<file path="src/rtl/bsg_global_buffer_pkg.sv">
// Shared definitions for the global-buffer ro/wo ring blocks.
// The ro address struct is the common field order ({x_cord, local_addr}) used by
// every block that drives or decodes ring addresses.
package bsg_global_buffer_pkg;

    // Width of an index into n entries, never less than one bit.
    function automatic int safe_clog2(input int n);
        return (n <= 1) ? 1 : $clog2(n);
    endfunction

    localparam int gb_nodes_x_gp          = 4;
    localparam int gb_local_addr_width_gp = 10;
    localparam int gb_x_cord_width_gp     = safe_clog2(gb_nodes_x_gp);

    // Ring address for the default row geometry; dest_x occupies the MSBs.
    typedef struct packed {
        logic [gb_x_cord_width_gp-1:0]     x_cord;
        logic [gb_local_addr_width_gp-1:0] local_addr;
    } bsg_gb_ro_addr_s;

    // Requester watchdog states.
    typedef enum logic [1:0] {
        WD_IDLE = 2'd0,
        WD_WAIT = 2'd1,
        WD_TRIP = 2'd2
    } wd_state_e;

endpackage

</file>
<file path="src/rtl/bsg_global_buffer_ro_resp_fifo.sv">
// Return-data FIFO for the ro requester: els_p x data_width_p, one read and one
// write port. The ring cannot be stalled, so a push into a full FIFO without a
// simultaneous pop drops the data and sets a sticky overflow flag.
module bsg_global_buffer_ro_resp_fifo
    import bsg_global_buffer_pkg::*;
#(
    parameter int els_p        = 4,
    parameter int data_width_p = 32
) (
    input  logic                    clk_i,
    input  logic                    reset_n_i,
    input  logic                    push_i,
    input  logic [data_width_p-1:0] data_i,
    input  logic                    pop_i,
    output logic [data_width_p-1:0] data_o,
    output logic                    full_o,
    output logic                    empty_o,
    output logic                    overflow_o
);

    localparam int ptr_width_lp = safe_clog2(els_p);
    localparam int cnt_width_lp = $clog2(els_p + 1);

    logic [data_width_p-1:0] mem_q [els_p];
    logic [ptr_width_lp-1:0] wptr_q, wptr_d;
    logic [ptr_width_lp-1:0] rptr_q, rptr_d;
    logic [cnt_width_lp-1:0] count_q, count_d;
    logic                    overflow_q, overflow_d;
    logic                    wr_en, rd_en;

    assign full_o     = (count_q == cnt_width_lp'(els_p));
    assign empty_o    = (count_q == '0);
    assign data_o     = mem_q[rptr_q];
    assign overflow_o = overflow_q;

    // Pointer/occupancy update; a full FIFO still accepts a push when it pops that cycle.
    always_comb begin
        rd_en      = pop_i & ~empty_o;
        wr_en      = push_i & (~full_o | rd_en);
        wptr_d     = wptr_q;
        rptr_d     = rptr_q;
        count_d    = count_q;
        overflow_d = overflow_q | (push_i & full_o & ~rd_en);
        if (wr_en) begin
            wptr_d = (wptr_q == ptr_width_lp'(els_p - 1)) ? '0 : wptr_q + 1'b1;
        end
        if (rd_en) begin
            rptr_d = (rptr_q == ptr_width_lp'(els_p - 1)) ? '0 : rptr_q + 1'b1;
        end
        case ({wr_en, rd_en})
            2'b10:   count_d = count_q + 1'b1;
            2'b01:   count_d = count_q - 1'b1;
            default: count_d = count_q;
        endcase
    end

    // Control state registers.
    always_ff @(posedge clk_i or negedge reset_n_i) begin
        if (!reset_n_i) begin
            wptr_q     <= '0;
            rptr_q     <= '0;
            count_q    <= '0;
            overflow_q <= 1'b0;
        end else begin
            wptr_q     <= wptr_d;
            rptr_q     <= rptr_d;
            count_q    <= count_d;
            overflow_q <= overflow_d;
        end
    end

    // Storage array; contents are don't-care until written, so no reset.
    always_ff @(posedge clk_i) begin
        if (wr_en) begin
            mem_q[wptr_q] <= data_i;
        end
    end

endmodule

</file>
<file path="src/rtl/bsg_global_buffer_ro_requester.sv">
// Per-row read initiator at the west edge of the global-buffer ro ring.
// Injects {dest_x, local addr} into the ring one beat per accepted request and
// collects returns (in issue order) into a credit-protected FIFO.
// Optional watchdog: define BSG_GB_RO_REQUESTER_TIMEOUT_EN.
//
// Watchdog states:
//   state   | meaning
//   WD_IDLE | no reads outstanding, counter held at reload value
//   WD_WAIT | reads outstanding, counting down; reloaded on every ring return
//   WD_TRIP | no return for timeout_p cycles; error_o held until reset
module bsg_global_buffer_ro_requester
    import bsg_global_buffer_pkg::*;
#(
    parameter int nodes_x_p          = 4,
    parameter int local_addr_width_p = 10,
    parameter int data_width_p       = 32,
    parameter int els_p              = 4,
    parameter int timeout_p          = 64,
    localparam int x_cord_width_lp   = safe_clog2(nodes_x_p),
    localparam int addr_width_lp     = x_cord_width_lp + local_addr_width_p
) (
    input  logic                     clk_i,
    input  logic                     reset_n_i,
    input  logic                     req_v_i,
    input  logic [addr_width_lp-1:0] req_addr_i,
    output logic                     req_ready_o,
    output logic                     resp_v_o,
    output logic [data_width_p-1:0]  resp_data_o,
    input  logic                     resp_ready_i,
    output logic                     net_v_o,
    output logic [addr_width_lp-1:0] net_addr_o,
    input  logic                     net_v_i,
    input  logic [data_width_p-1:0]  net_data_i,
    output logic                     idle_o,
    output logic                     error_o
);

    localparam int credit_width_lp = $clog2(els_p + 1);

    // Same field order as bsg_gb_ro_addr_s, sized to this row's geometry.
    typedef struct packed {
        logic [x_cord_width_lp-1:0]    x_cord;
        logic [local_addr_width_p-1:0] local_addr;
    } ro_addr_s;

    logic [credit_width_lp-1:0] credits_q, credits_d;
    logic                       net_v_q, net_v_d;
    ro_addr_s                   net_addr_q, net_addr_d;
    logic                       accept, dequeue;
    logic                       fifo_empty, fifo_full, fifo_overflow;
    logic                       timeout_trip;

    assign req_ready_o = (credits_q != '0);
    assign idle_o      = (credits_q == credit_width_lp'(els_p));
    assign accept      = req_v_i & req_ready_o;
    assign dequeue     = resp_v_o & resp_ready_i;
    assign net_v_o     = net_v_q;
    assign net_addr_o  = net_addr_q;
    assign resp_v_o    = ~fifo_empty;
    assign error_o     = fifo_overflow | timeout_trip;

    // Credit count and single-beat injection register.
    // Credits saturate at els_p so a stray ring return cannot wrap the count.
    always_comb begin
        credits_d  = credits_q;
        net_v_d    = accept;
        net_addr_d = accept ? ro_addr_s'(req_addr_i) : net_addr_q;
        if (accept && !dequeue) begin
            credits_d = credits_q - 1'b1;
        end else if (!accept && dequeue && !idle_o) begin
            credits_d = credits_q + 1'b1;
        end
    end

    // Requester state registers.
    always_ff @(posedge clk_i or negedge reset_n_i) begin
        if (!reset_n_i) begin
            credits_q  <= credit_width_lp'(els_p);
            net_v_q    <= 1'b0;
            net_addr_q <= '0;
        end else begin
            credits_q  <= credits_d;
            net_v_q    <= net_v_d;
            net_addr_q <= net_addr_d;
        end
    end

    bsg_global_buffer_ro_resp_fifo #(
        .els_p        (els_p),
        .data_width_p (data_width_p)
    ) resp_fifo (
        .clk_i      (clk_i),
        .reset_n_i  (reset_n_i),
        .push_i     (net_v_i),
        .data_i     (net_data_i),
        .pop_i      (dequeue),
        .data_o     (resp_data_o),
        .full_o     (fifo_full),
        .empty_o    (fifo_empty),
        .overflow_o (fifo_overflow)
    );

`ifdef BSG_GB_RO_REQUESTER_TIMEOUT_EN
    localparam int wd_width_lp = safe_clog2(timeout_p);
    // Reload of timeout_p-2 accounts for the credit register and the cycle spent
    // entering WAIT, so the trip shows exactly timeout_p cycles after injection.
    localparam logic [wd_width_lp-1:0] wd_reload_lp = wd_width_lp'(timeout_p - 2);

    wd_state_e              wd_state_q, wd_state_d;
    logic [wd_width_lp-1:0] wd_cnt_q, wd_cnt_d;

    // Watchdog next-state: down-counter with terminal-count compare while waiting.
    always_comb begin
        wd_state_d = wd_state_q;
        wd_cnt_d   = wd_cnt_q;
        case (wd_state_q)
            WD_IDLE: begin
                wd_cnt_d = wd_reload_lp;
                if (!idle_o) wd_state_d = WD_WAIT;
            end
            WD_WAIT: begin
                if (idle_o) begin
                    wd_state_d = WD_IDLE;
                    wd_cnt_d   = wd_reload_lp;
                end else if (net_v_i) begin
                    wd_cnt_d = wd_reload_lp;
                end else if (wd_cnt_q == '0) begin
                    wd_state_d = WD_TRIP;
                end else begin
                    wd_cnt_d = wd_cnt_q - 1'b1;
                end
            end
            WD_TRIP: wd_state_d = WD_TRIP;
            default: wd_state_d = WD_IDLE;
        endcase
    end

    // Watchdog state registers.
    always_ff @(posedge clk_i or negedge reset_n_i) begin
        if (!reset_n_i) begin
            wd_state_q <= WD_IDLE;
            wd_cnt_q   <= wd_reload_lp;
        end else begin
            wd_state_q <= wd_state_d;
            wd_cnt_q   <= wd_cnt_d;
        end
    end

    assign timeout_trip = (wd_state_q == WD_TRIP);
`else
    assign timeout_trip = 1'b0;
`endif

    logic unused_full;
    assign unused_full = fifo_full;

endmodule

</file>
<file path="config.mk">
export PLATFORM = sky130hd
export DESIGN_NAME = bsg_global_buffer_ro_requester
export DESIGN_NICKNAME = d
export VERILOG_FILES = /design/src/rtl/bsg_global_buffer_pkg.sv /design/src/rtl/bsg_global_buffer_ro_resp_fifo.sv /design/src/rtl/bsg_global_buffer_ro_requester.sv
export SDC_FILE = /design/constraint.sdc
export NUM_CORES = 1
export LEC_CHECK = 0
export CAP_MARGIN = 20
export CORE_MARGIN = 1.5
export CORE_UTILIZATION = 50
export DETAILED_ROUTE_END_ITERATION = 12
export GPL_TIMING_DRIVEN = 0
export PLACE_DENSITY = 0.84
export REMOVE_ABC_BUFFERS = 1
export SYNTH_ARGS = -nofsm -noshare
export SYNTH_HDL_FRONTEND = slang
export SYNTH_HIERARCHICAL = 1
export SYNTH_SLANG_ARGS = --single-unit
</file>
<file path="constraint.sdc">
create_clock -name clk_i -period 4.2 [get_ports clk_i]
set_clock_uncertainty 0.05 [all_clocks]
set_input_delay 0.84 -clock clk_i [delete_from_list [all_inputs] [get_ports clk_i]]
set_output_delay 0.84 -clock clk_i [all_outputs]
set_load 0.05 [all_outputs]
</file>
-- Word-level counts from Yosys, hierarchy flattened
Memory sizes are Yosys's and may differ from the RTL's.
Cells that the tools add are included.
- memories: 1
- input port bits: 49
- flip-flop bits (word level): 24
- RAM bits: 128
- output and inout bits: 49
- logic and storage cells: 49
- memory list (memory ; words ; bits a word ; rd ports ; clocked after memory_dff ; write ports ; RTL line ; source):
    resp_fifo.mem_q ; 4 ; 32 ; 1 ; 0 ; 1 ; bsg_global_buffer_ro_resp_fifo.sv:24 ; logic [data_width_p-1:0] mem_q [els_p];
- muxes and demuxes: 7
- $add $sub $neg: 6
- bitwise gates (word level): 11
- equal/unequal tests: 6
- reduce and logical (&&, ||, !) cells: 10
- operators by type and width (operator ; number):
    adder 3 x 1 -> 3 bit (second input constant) ; 2
    bitwise AND 1 bit ; 6
    == test 2 bit (second input constant) ; 3
    == test 3 bit (second input constant) ; 2
    2-to-1 mux 3 bit ; 2
    one-hot mux 3 bit (2 select lines) ; 1
    subtractor 3 x 1 -> 3 bit (second input constant) ; 2
    adder 2 x 1 -> 2 bit (second input constant) ; 2
    2-to-1 mux 2 bit ; 2
    nonzero test 2 bit ; 2
    logical AND 1 bit ; 3
    zero test 1 bit ; 3
    zero test 3 bit ; 1
    NOT 1 bit ; 3
    nonzero test 3 bit ; 1
    == test 2 x 1 -> 1 bit (second input constant) ; 1
    2-to-1 mux 1 bit ; 2
    OR 1 bit ; 2

-- Longest topological paths before layout
Gate-level depths: netlist of the first run.
- word-level depth: 8
- depth in mapped cells: 13
- depth with buffers taken out: 12

-- Modules after synthesis
The synthesis of the first run kept the hierarchy.
- by module, submodules not included (module ; cells an instance ; seq. area each (um^2) ; times used ; area an instance (um^2)):
    bsg_global_buffer_ro_resp_fifo ; 212 ; 4043.9 ; 1 ; 5165.0
    bsg_global_buffer_ro_requester ; 66 ; 401.6 ; 1 ; 818.3

-- Worst setup path after synthesis of the first run
No wires, ideal clock.
- path type: input to register
- from: input resp_ready_i
- to: memory resp_fifo.mem_q[0][0] (enable)
- arrival: 2.359 ns
- library setup time: 0.392 ns
- slack: 1.399 ns
- data required time: 3.758 ns
- path buffers: 1
- cell stages on the path: 6
- cells stage by stage: nand2b_1 > buf_2 > inv_1 > inv_1 > a21boi_4 > and2_1
- longest elaborated chain between the ends: 6
- RTL lines (item ; RTL line ; source):
    start, declared ; bsg_global_buffer_ro_requester.sv:29 ; input logic resp_ready_i,
    bitwise AND 1 bit ; bsg_global_buffer_ro_requester.sv:56 ; assign dequeue = resp_v_o & resp_ready_i;
    via dequeue ; bsg_global_buffer_ro_requester.sv:49 ; logic accept, dequeue;
    bitwise AND 1 bit ; bsg_global_buffer_ro_resp_fifo.sv:38 ; rd_en = pop_i & ~empty_o;
    OR 1 bit ; bsg_global_buffer_ro_resp_fifo.sv:39 ; wr_en = push_i & (~full_o | rd_en);
    bitwise AND 1 bit ; bsg_global_buffer_ro_resp_fifo.sv:39 ;
    2-to-1 mux 1 bit ; bsg_global_buffer_ro_resp_fifo.sv:74 ; if (wr_en) begin
    2-to-1 mux 1 bit (implied by the code) ; bsg_global_buffer_ro_resp_fifo.sv:75 ; mem_q[wptr_q] <= data_i;
    end, declared ; bsg_global_buffer_ro_resp_fifo.sv:24 ;
The timed path passes the listed nets, and every way through them passes these cells.

-- Worst setup path in the final report of the first run
- from: register resp_fifo.rptr_q[0]
- to: output resp_data_o[24]
- longest elaborated chain between the ends: 1
- RTL lines (item ; RTL line ; source):
    start, declared ; bsg_global_buffer_ro_resp_fifo.sv:26 ; logic [ptr_width_lp-1:0] rptr_q, rptr_d;
    start signal, assigned ; bsg_global_buffer_ro_resp_fifo.sv:66 ; rptr_q <= rptr_d;
    memory read (4 x 32 bit) ; -- ;
    end, declared ; bsg_global_buffer_ro_requester.sv:28 ; output logic [data_width_p-1:0] resp_data_o,
Every way passes these cells.

==> results by stage, run 1 <==
Routing:
- The total DRC errors in the routed layout is 9.
- The antenna violation net count after detailed routing is 0.
- In the routed layout, each cell is associated on average with a via count of 5.45.
- In the final routed layout, each cell accounts on average for 19.9 um.
- The number of search-and-repair iterations in the first detailed-routing pass is 10.
- The overall via count from detail_route is 2925.
- The final layout contains routed wiring with a total length of 10700 um.
- For this block, the initial DRC count from the detailed router was 269.

Place:
- The estimated wirelength of the detail-placed design is 6410 um.
- The count of buffers added on input and output ports is 97.
- The routability-driven placement congestion ratio is 0.679.
- After detailed placement, the total cell area comes to 7040 um2.
- In this run, placement finished with an instance count of 507.

Logic synthesis:
- The average cell area after synthesis is 21.5 um2.
- The number of distinct library cells after synthesis is 38.
- Synthesis produced 278 cells.
- Of the total synthesized cell area, the portion taken by AND, OR, NAND and NOR gates is 2.03%.
- The synthesized netlist occupies a cell area of 5980 um2.
- The number of flip-flops and latches in the synthesized netlist is 152.
- The fraction of the yosys area taken by sequential cells is 74.3%.
- The share of synthesized area spent on multiplexers is 15.7%.
- Summing the areas of all fa, ha and maj instances in the mapped netlist gives 1.92% of the synthesized area.
- After synthesis, the largest family of logic cells by area is multiplexers.
- The synthesized netlist devotes 0.586% of its cell area to XOR and XNOR gates.
- The post-synthesis compound-gate area fraction is 2.59%.
- The number of warnings reported in the yosys synthesis log is 6.

Global route:
- The initial antenna violation count is 0.
- Entering global routing, the biggest net connects 35 pins.
- The combined global-route utilization of all metal layers is 18.2%.
- The via count of the first global-routing pass is 3211.
- The remaining global-route overflow is 0.
- The global-route wire length before repair is 17000 um.

Clock tree:
- The number of setup buffers added after CTS is 0.
- For this design, the CTS-stage hold fixing added 0 buffers.
- The number of buffers created by CTS is 17.
- The H-tree generated during clock tree synthesis spans 4 levels.
- The cell sitting at the root of the clock tree is a clkbuf_16.
- The clock passes through at most 2 buffers.
- The clock insertion delay at the later pin of the skew report is 420 ps.
- TritonCTS built the clock tree.
- The total of cells resized after clock tree synthesis is 0.
- Counting every sink on the clock net gives 152.
- Clock-pin slew was measured on the worst setup and hold paths at 60 ps.

Critical path:
- The worst-case reg-to-reg path depth is 12.
- Along the worst path, the maximum fanout reaches 20.
- The endpoint identified for the worst register-to-register timing path is resp_fifo/count_q[2]$_DFFE_PN0P_.
- The most critical setup path has its endpoint at resp_data_o[24].
- STA puts the critical path data required time at 3310 ps.
- The reg-to-reg setup timing slack is 1330 ps.
- The critical register-to-register path startpoint is resp_fifo/count_q[0]$_DFFE_PN0P_.
- The startpoint type of the worst setup path is a flip-flop.
- The launch point of the worst path is resp_fifo/rptr_q[0]$_DFFE_PN0P_.
- STA puts the critical path data arrival time at 2660 ps.
- The sort of element at the end of the critical path is an output pin.
- The setup path with the least slack is of type reg -> out.

Power:
- In this run switching power makes up 37.7% of total power.
- The share of total power dissipated in sequential elements is 36.8%.
- The power per cell area is 813 nW/um2.
- The clock network is responsible for 21.5% of the overall power.
- Across the VDD grid, the largest voltage drop is 0.442 mV.
- The power spent charging and discharging nets is 2310 uW.
- The portion of total power attributed to combinational logic is 41.7%.
- The internal power is 3830 uW.
- Summed over all cells, the static leakage comes to 0.00263 uW.
- The design draws 6140 uW.

Finish:
- The number of filler instances in the final layout is 780.
- Excluding fillers, the count of instances in the completed layout stands at 537.
- Relative to the synthesized area, the layout overhead comes to 26.3%.
- The number of nets in the layout is 441.
- The finished cells cover 7560 um2.
- 0 antenna diodes ended up in the layout.
- The share of layout cells above drive strength 1 is 21.3%.

STA:
- For the pin with the worst max-slew slack, the measured transition is 919 ps.
- In this run the tightest slew margin relative to its limit is 38.7%.
- The count of final setup violators is 0.
- The number of hold violations in the final report is 0.
- The routed design could run at a clock period as short as 3550 ps.
- The final clock period utilization by the worst path is 84.6%.
- Setup repair after global routing left no endpoint under its margin.
- The achievable frequency is 281 MHz.
- The final count of pins violating max slew came to 0.

Worst hold path:
- The class of the worst hold path is reg -> reg.
- In this run the most critical hold path is launched from resp_fifo/overflow_o$_DFF_PN0_.

Status:
- The checks that failed: DRC.
- The flow ran to the end, but the final reports show violations.

Job:
- The number of maximum-capacitance violations is 0.

Floorplan:
- The number of I/O pins is 98.
- The floorplan step defined a die boundary enclosing 12600 um2.
- The initial utilization of the core area, before any placement, comes to 51.7%.
- The floorplan has 39 rows.
- In this run the horizontal extent of the chip is 112 um.
- The die is 112 um tall.
- The core region area is 11600 um2.
## registers in the layout, indices dropped and copies added (netlist names)
signal and flops:
net_addr_o 12, resp_fifo/mem_q 128, resp_fifo/rptr_q 2, resp_fifo/count_q 3, credits_q 3, resp_fifo/overflow_o 1
net_v_o 1, resp_fifo/wptr_q 2
## area by class of cell
| type | count | area [um2] | area share, % |
|---|---|---|---|
| Timing Repair Buffer | 99 | 1010 | 13.3 |
| Sequential cell | 152 | 4450 | 58.9 |
| Multi-Input combinational cell | 100 | 1370 | 18.1 |
| Inverter | 14 | 52.6 | 0.695 |
| Clock buffer | 22 | 444 | 5.88 |
| Clock inverter | 7 | 56.3 | 0.745 |
| Tap cell | 143 | 179 | 2.37 |
## power by group through the flow
stage / clock network [uW] / registers [uW] / logic (uW)
2_1_floorplan: 0 / 2400 / 1640
3_3_place_gp: 0 / 2330 / 2470
3_5_place_dp: 0 / 2290 / 2570
4_1_cts: 1350 / 2270 / 2590
5_1_grt: 1410 / 2310 / 2680
6_report: 1320 / 2260 / 2560
## cell families (layout without fill, tap and decap cells)
logic type                 Yosys count  after routing
adders and majority gates            8              8
DFF                                152            152
muxes                               48             48
xor gates and xnor gates             4              4
and+or+nand+nor                     20             20
buffers and inverters               26            142
AOI/OAI and AO/OA                   20             20
## stage by stage
stage | hold WS [ps] | setup slack [ps] | TNS (ps) | utilization, %
2_1_floorplan | 414 | 1080 | 0 | -
3_3_place_gp | 407 | -26.9 | -205 | 60.6
3_5_place_dp | 430 | 687 | 0 | 60.9
4_1_cts | 448 | 569 | 0 | 65.2
5_1_grt | 466 | 506 | 0 | 65.3
6_report | 436 | 646 | 0 | 65.3
## synth_stat cells
cell type,instances,area share (%)
o22ai_1,2,0.21
buf_8,1,0.25
nand3_1,1,0.084
nand2b_4,1,0.23
nor2_1,4,0.25
mux4_2,32,12
a31o_2,1,0.15
inv_1,13,0.82
nor3_1,3,0.25
o21ai_0,6,0.50
and2_1,4,0.42
mux2_4,10,2.5
nor3b_4,1,0.31
edfxtp_1,128,64
mux2_2,6,1.1
a21oi_1,2,0.17
buf_6,1,0.19
nand2b_1,1,0.10
a21boi_4,1,0.31
a31oi_4,1,0.36
a211oi_1,1,0.13
ha_1,6,1.3
dfrtp_1,23,9.6
buf_2,5,0.42
xor2_1,2,0.29
dfstp_2,1,0.44
a221o_1,1,0.17
nor3b_1,1,0.13
fa_1,2,0.67
clkbuf_2,1,0.084
nand2_1,4,0.25
clkbuf_1,1,0.063
o2111ai_1,1,0.15
inv_2,1,0.063
buf_12,3,1.0
o221ai_1,1,0.15
a31oi_1,3,0.31
xnor2_1,2,0.29
## worst min-delay path by stage
stage	end	slack [ps]	depth (start not counted)
3_3_place_gp	resp_fifo/overflow_o$_DFF_PN0_	410	1
5_1_grt	resp_fifo/overflow_o$_DFF_PN0_	470	1
6_report	resp_fifo/overflow_o$_DFF_PN0_	440	1
3_5_place_dp	resp_fifo/overflow_o$_DFF_PN0_	430	1
2_1_floorplan	resp_fifo/count_q[2]$_DFFE_PN0P_	410	1
4_1_cts	resp_fifo/overflow_o$_DFF_PN0_	450	1
## metal layers
metal  up-vias  wire, um  GRT usage, %
met4         0        83          5.57
li1       1320         -             -
met1      1497      4350          21.6
met2       100      5470          30.9
met5         -         0             0
met3         8       764          7.18
## layout by cell type (no fill, tap or decap), drive strengths merged
master	count
a211oi	1
a21boi	1
a21oi	2
a221o	1
a31o	1
a31oi	4
and2	4
buf	2
bufinv	1
clkbuf	22
clkdlybuf4s50	97
clkinv	6
dfrtp	23
dfstp	1
edfxtp	128
fa	2
ha	6
inv	14
mux2	16
mux4	32
nand2	4
nand2b	2
nand3	1
nor2	4
nor3	3
nor3b	2
o2111ai	1
o21ai	6
o221ai	1
o22ai	2
xnor2	2
xor2	2
## worst max-delay path, cell delays in order, from the launching register on
cell and delay (ps):
dfrtp_2 690, buf_12 270, mux4_2 560, clkdlybuf4s50_1 720
Note: power is estimated with default switching activity, not from simulation.
==> run 2: changes to the inputs <==
--- a/config.mk
+++ b/config.mk
@@ -7,7 +7,7 @@
 export LEC_CHECK = 0
 export CAP_MARGIN = 20
 export CORE_MARGIN = 1.5
-export CORE_UTILIZATION = 50
+export CORE_UTILIZATION = 48
 export DETAILED_ROUTE_END_ITERATION = 12
 export GPL_TIMING_DRIVEN = 0
 export PLACE_DENSITY = 0.84
==> constraint.sdc (replaced) <==
create_clock -name clk_i -period 3.2 [get_ports clk_i]
set_clock_uncertainty 0.05 [all_clocks]
set_input_delay 0.64 -clock clk_i [delete_from_list [all_inputs] [get_ports clk_i]]
set_output_delay 0.64 -clock clk_i [all_outputs]
set_load 0.05 [all_outputs]
==> results by stage, run 2 (synthesis gave the netlist of run 1 again) <==
Status:
- The run finished with clean final reports.

Power:
- The power per cell area is 1050 nW/um2.
- The leakage power of the design is 0.00268 uW.
- The highest ir drop seen on vdd is 0.614 mV.

Finish:
- Cells with a size suffix above 1 make up 23.2% of the layout.
- Leaving out fill and tap cells, the most frequent cell in the layout is edfxtp_1.
- The number of nets in the layout is 441.
- The number of filler instances in the final layout is 840.
- The register name with the most flops is resp_fifo/mem_q.
- In the layout the commonest cells are 128 x edfxtp_1, 72 x clkdlybuf4s50_1, 32 x mux4_2.
- The number of inserted diodes is 0.
- The number of flip-flops in the largest register is 128.
- Relative to the synthesized area, the layout overhead comes to 27.3%.

Global route:
- The initial antenna violation count is 0.
- The met1 global-route usage is 20.5%.
- The remaining global-route overflow is 0.
- The via count of the first global-routing pass is 3292.
- The combined global-route utilization of all metal layers is 17.5%.
- met2 is the most crowded layer.
- The first global-routing pass estimated 16700 um of wire.
- Entering global routing, the biggest net connects 35 pins.
- The met3 routing resource usage after global routing is 8.21%.
- For this run, global-route usage on met2 was measured as 29.2%.

STA:
- The number of hold violations in the final report is 0.
- The worst slew slack as a fraction of its limit is 40.3%.
- Setup violations remaining at the end of the flow were counted as 0.
- At the pin with the least slew margin, the transition time is 896 ps.
- The achievable frequency is 334 MHz.
- Setup repair after global routing left no endpoint under its margin.
- In the final timing run, aggregate negative setup slack is 0 ps.
- The setup slack of the critical path after layout is 210 ps.
- The final count of pins violating max slew is 0.
- The final clock period utilization by the worst path is 93.4%.
- The worst path needs 2990 ps of the cycle, external delays included.

Clock tree:
- Clock tree synthesis inserted a total of 17 buffers.
- The cts-stage hold buffer count is 0.
- The total number of H-tree levels is 4.
- Counting along the longest clock path gives a buffer depth of 2.
- For the worst-skew pair, the clock arrives at the later sink with an insertion delay of 410 ps.
- The CTS tree is built.
- The clock sink total is 152.
- After clock tree synthesis, the clock-pin slew on the worst setup and hold paths is 60 ps.
- The buffer cell driving the clock tree root is clkbuf_16.

Place:
- At the placement stage, the worst setup path has a slack of -86.9 ps.
- The HPWL after detailed placement is 6440 um.
- The routability-driven placement congestion ratio is 0.693.
- Buffers placed on the I/O ports in this run total 97.

Routing:
- After the first detailed-routing iteration, the DRC count stood at 172.
- The average detailed-routed wire length per instance is 18.3 um.
- In the routed layout, each cell is associated on average with a via count of 5.26.
- Before antenna repair, the detailed router went through 4 iterations.
- The total DRC errors in the routed layout is 0.
- The count of nets left with antenna violations once routing finished came out at 0.
- The overall via count from detail_route is 2965.
- The routed design has 10300 um of wire.

Critical path:
- At the worst endpoint, the arrival time is 2300 ps.
- The delay of the slowest cell on the worst path is 830 ps.
- The startpoint type of the worst setup path is a flip-flop.
- The worst register-to-register path begins at resp_fifo/count_q[0]$_DFFE_PN0P_.
- The signal on the critical path passes through mux4_2, clkdlybuf4s50_1.
- Setup slack on the worst reg-to-reg path comes out at 360 ps.
- At the worst endpoint, the required time is 2510 ps.
- The slowest stage of the critical path is the clkdlybuf4s50_1 cell.
- The endpoint of the lowest-slack register-to-register path is resp_fifo/count_q[2]$_DFFE_PN0P_.
- In this run the worst setup path terminates at resp_data_o[19].
- STA classifies the critical path endpoint as an output pin.
- Measured in cells, the most critical reg-to-reg path has a length of 12.
- The worst setup path is of the reg -> out kind.
- The biggest fanout along the worst timing path is 34.
- The launch point of the worst path is resp_fifo/rptr_q[1]$_DFFE_PN0P_.

Floorplan:
- The initial cell density of the core is 49.6%.
- The die covers 13100 um2.
- The number of I/O pins is 98.
- The placement row count is 40.
- The die height is 115 um.
- The floorplan step set the die width to 115 um.
- The core region area is 12100 um2.

Job:
- Max-cap violations in this run came to 0.

Worst hold path:
- The path class of the tightest hold or removal check is reg -> reg.
[run 2: cell count changes in the layout (fill, tap and decap cells not counted), sizes merged]
cell and change:
clkinvlp +4, clkinv +2, bufinv +1, dlygate4sd2 +25
clkdlybuf4s50 -25, clkbuf -5
[run 2: worst max-delay path: cells and delay by family (launching register included)]
| family | cells | cell delay [ps] |
|---|---|---|
| muxes | 1 | 300 |
| buffers and inverters | 1 | 830 |
| DFF | 1 | 750 |
[run 2: final cells by class]
cell class | instances | area [um2] | area share (%)
flip-flops and latches | 152 | 4450 | 58.4
multi-input cells | 100 | 1370 | 18.0
repair buffers | 99 | 975 | 12.8
clock buffers | 17 | 425 | 5.58
well taps | 168 | 210 | 2.76
clock inverters | 14 | 135 | 1.77
inverters | 14 | 52.6 | 0.690
[run 2: how the worst min path moves through the flow]
stage,startpoint,to,slack (ps),cells after the start
after floorplan,reset_n_i,credits_q[0]$_DFFE_PN0P_,290,0
after global placement,resp_fifo/overflow_o$_DFF_PN0_,resp_fifo/overflow_o$_DFF_PN0_,410,1
final,resp_fifo/overflow_o$_DFF_PN0_,resp_fifo/overflow_o$_DFF_PN0_,430,1
after global routing,resp_fifo/count_q[2]$_DFFE_PN0P_,resp_fifo/count_q[2]$_DFFE_PN0P_,460,1
after detailed placement,resp_fifo/overflow_o$_DFF_PN0_,resp_fifo/overflow_o$_DFF_PN0_,430,1
after CTS,resp_fifo/overflow_o$_DFF_PN0_,resp_fifo/overflow_o$_DFF_PN0_,440,1
[run 2: metal layers]
metal | share of wire, % | vias up
met3 | 7.9 | 13
li1 | - | 1327
met4 | 0.87 | 0
met1 | 40 | 1522
met5 | 0 | -
met2 | 51 | 103
[run 2: power by group]
group | internal (uW) | switching (uW)
Sequential | 2650 | 299
Clock | 1130 | 730
Combinational | 1190 | 2030
Total | 4970 | 3060
[run 2: metrics by stage]
| step | hold WS (ps) | total power, uW | cells | cell area [um2] | utilization, % |
|---|---|---|---|---|---|
| after floorplan | 294 | 5290 | 266 | 5860 | - |
| after global placement | 413 | 6290 | 531 | 7040 | 58.4 |
| after detailed placement | 425 | 6390 | 532 | 7070 | 58.6 |
| after CTS | 444 | 8120 | 563 | 7600 | 63.0 |
| after global routing | 457 | 8400 | 564 | 7620 | 63.2 |
| final | 434 | 8020 | 564 | 7620 | 63.2 |
[run 2: timing repair]
item,4_1_cts,5_1_grt
setup buffers,0,0
endpoints found under the hold margin,0,0
setup endpoints to repair,32,0
resized for setup,26,0
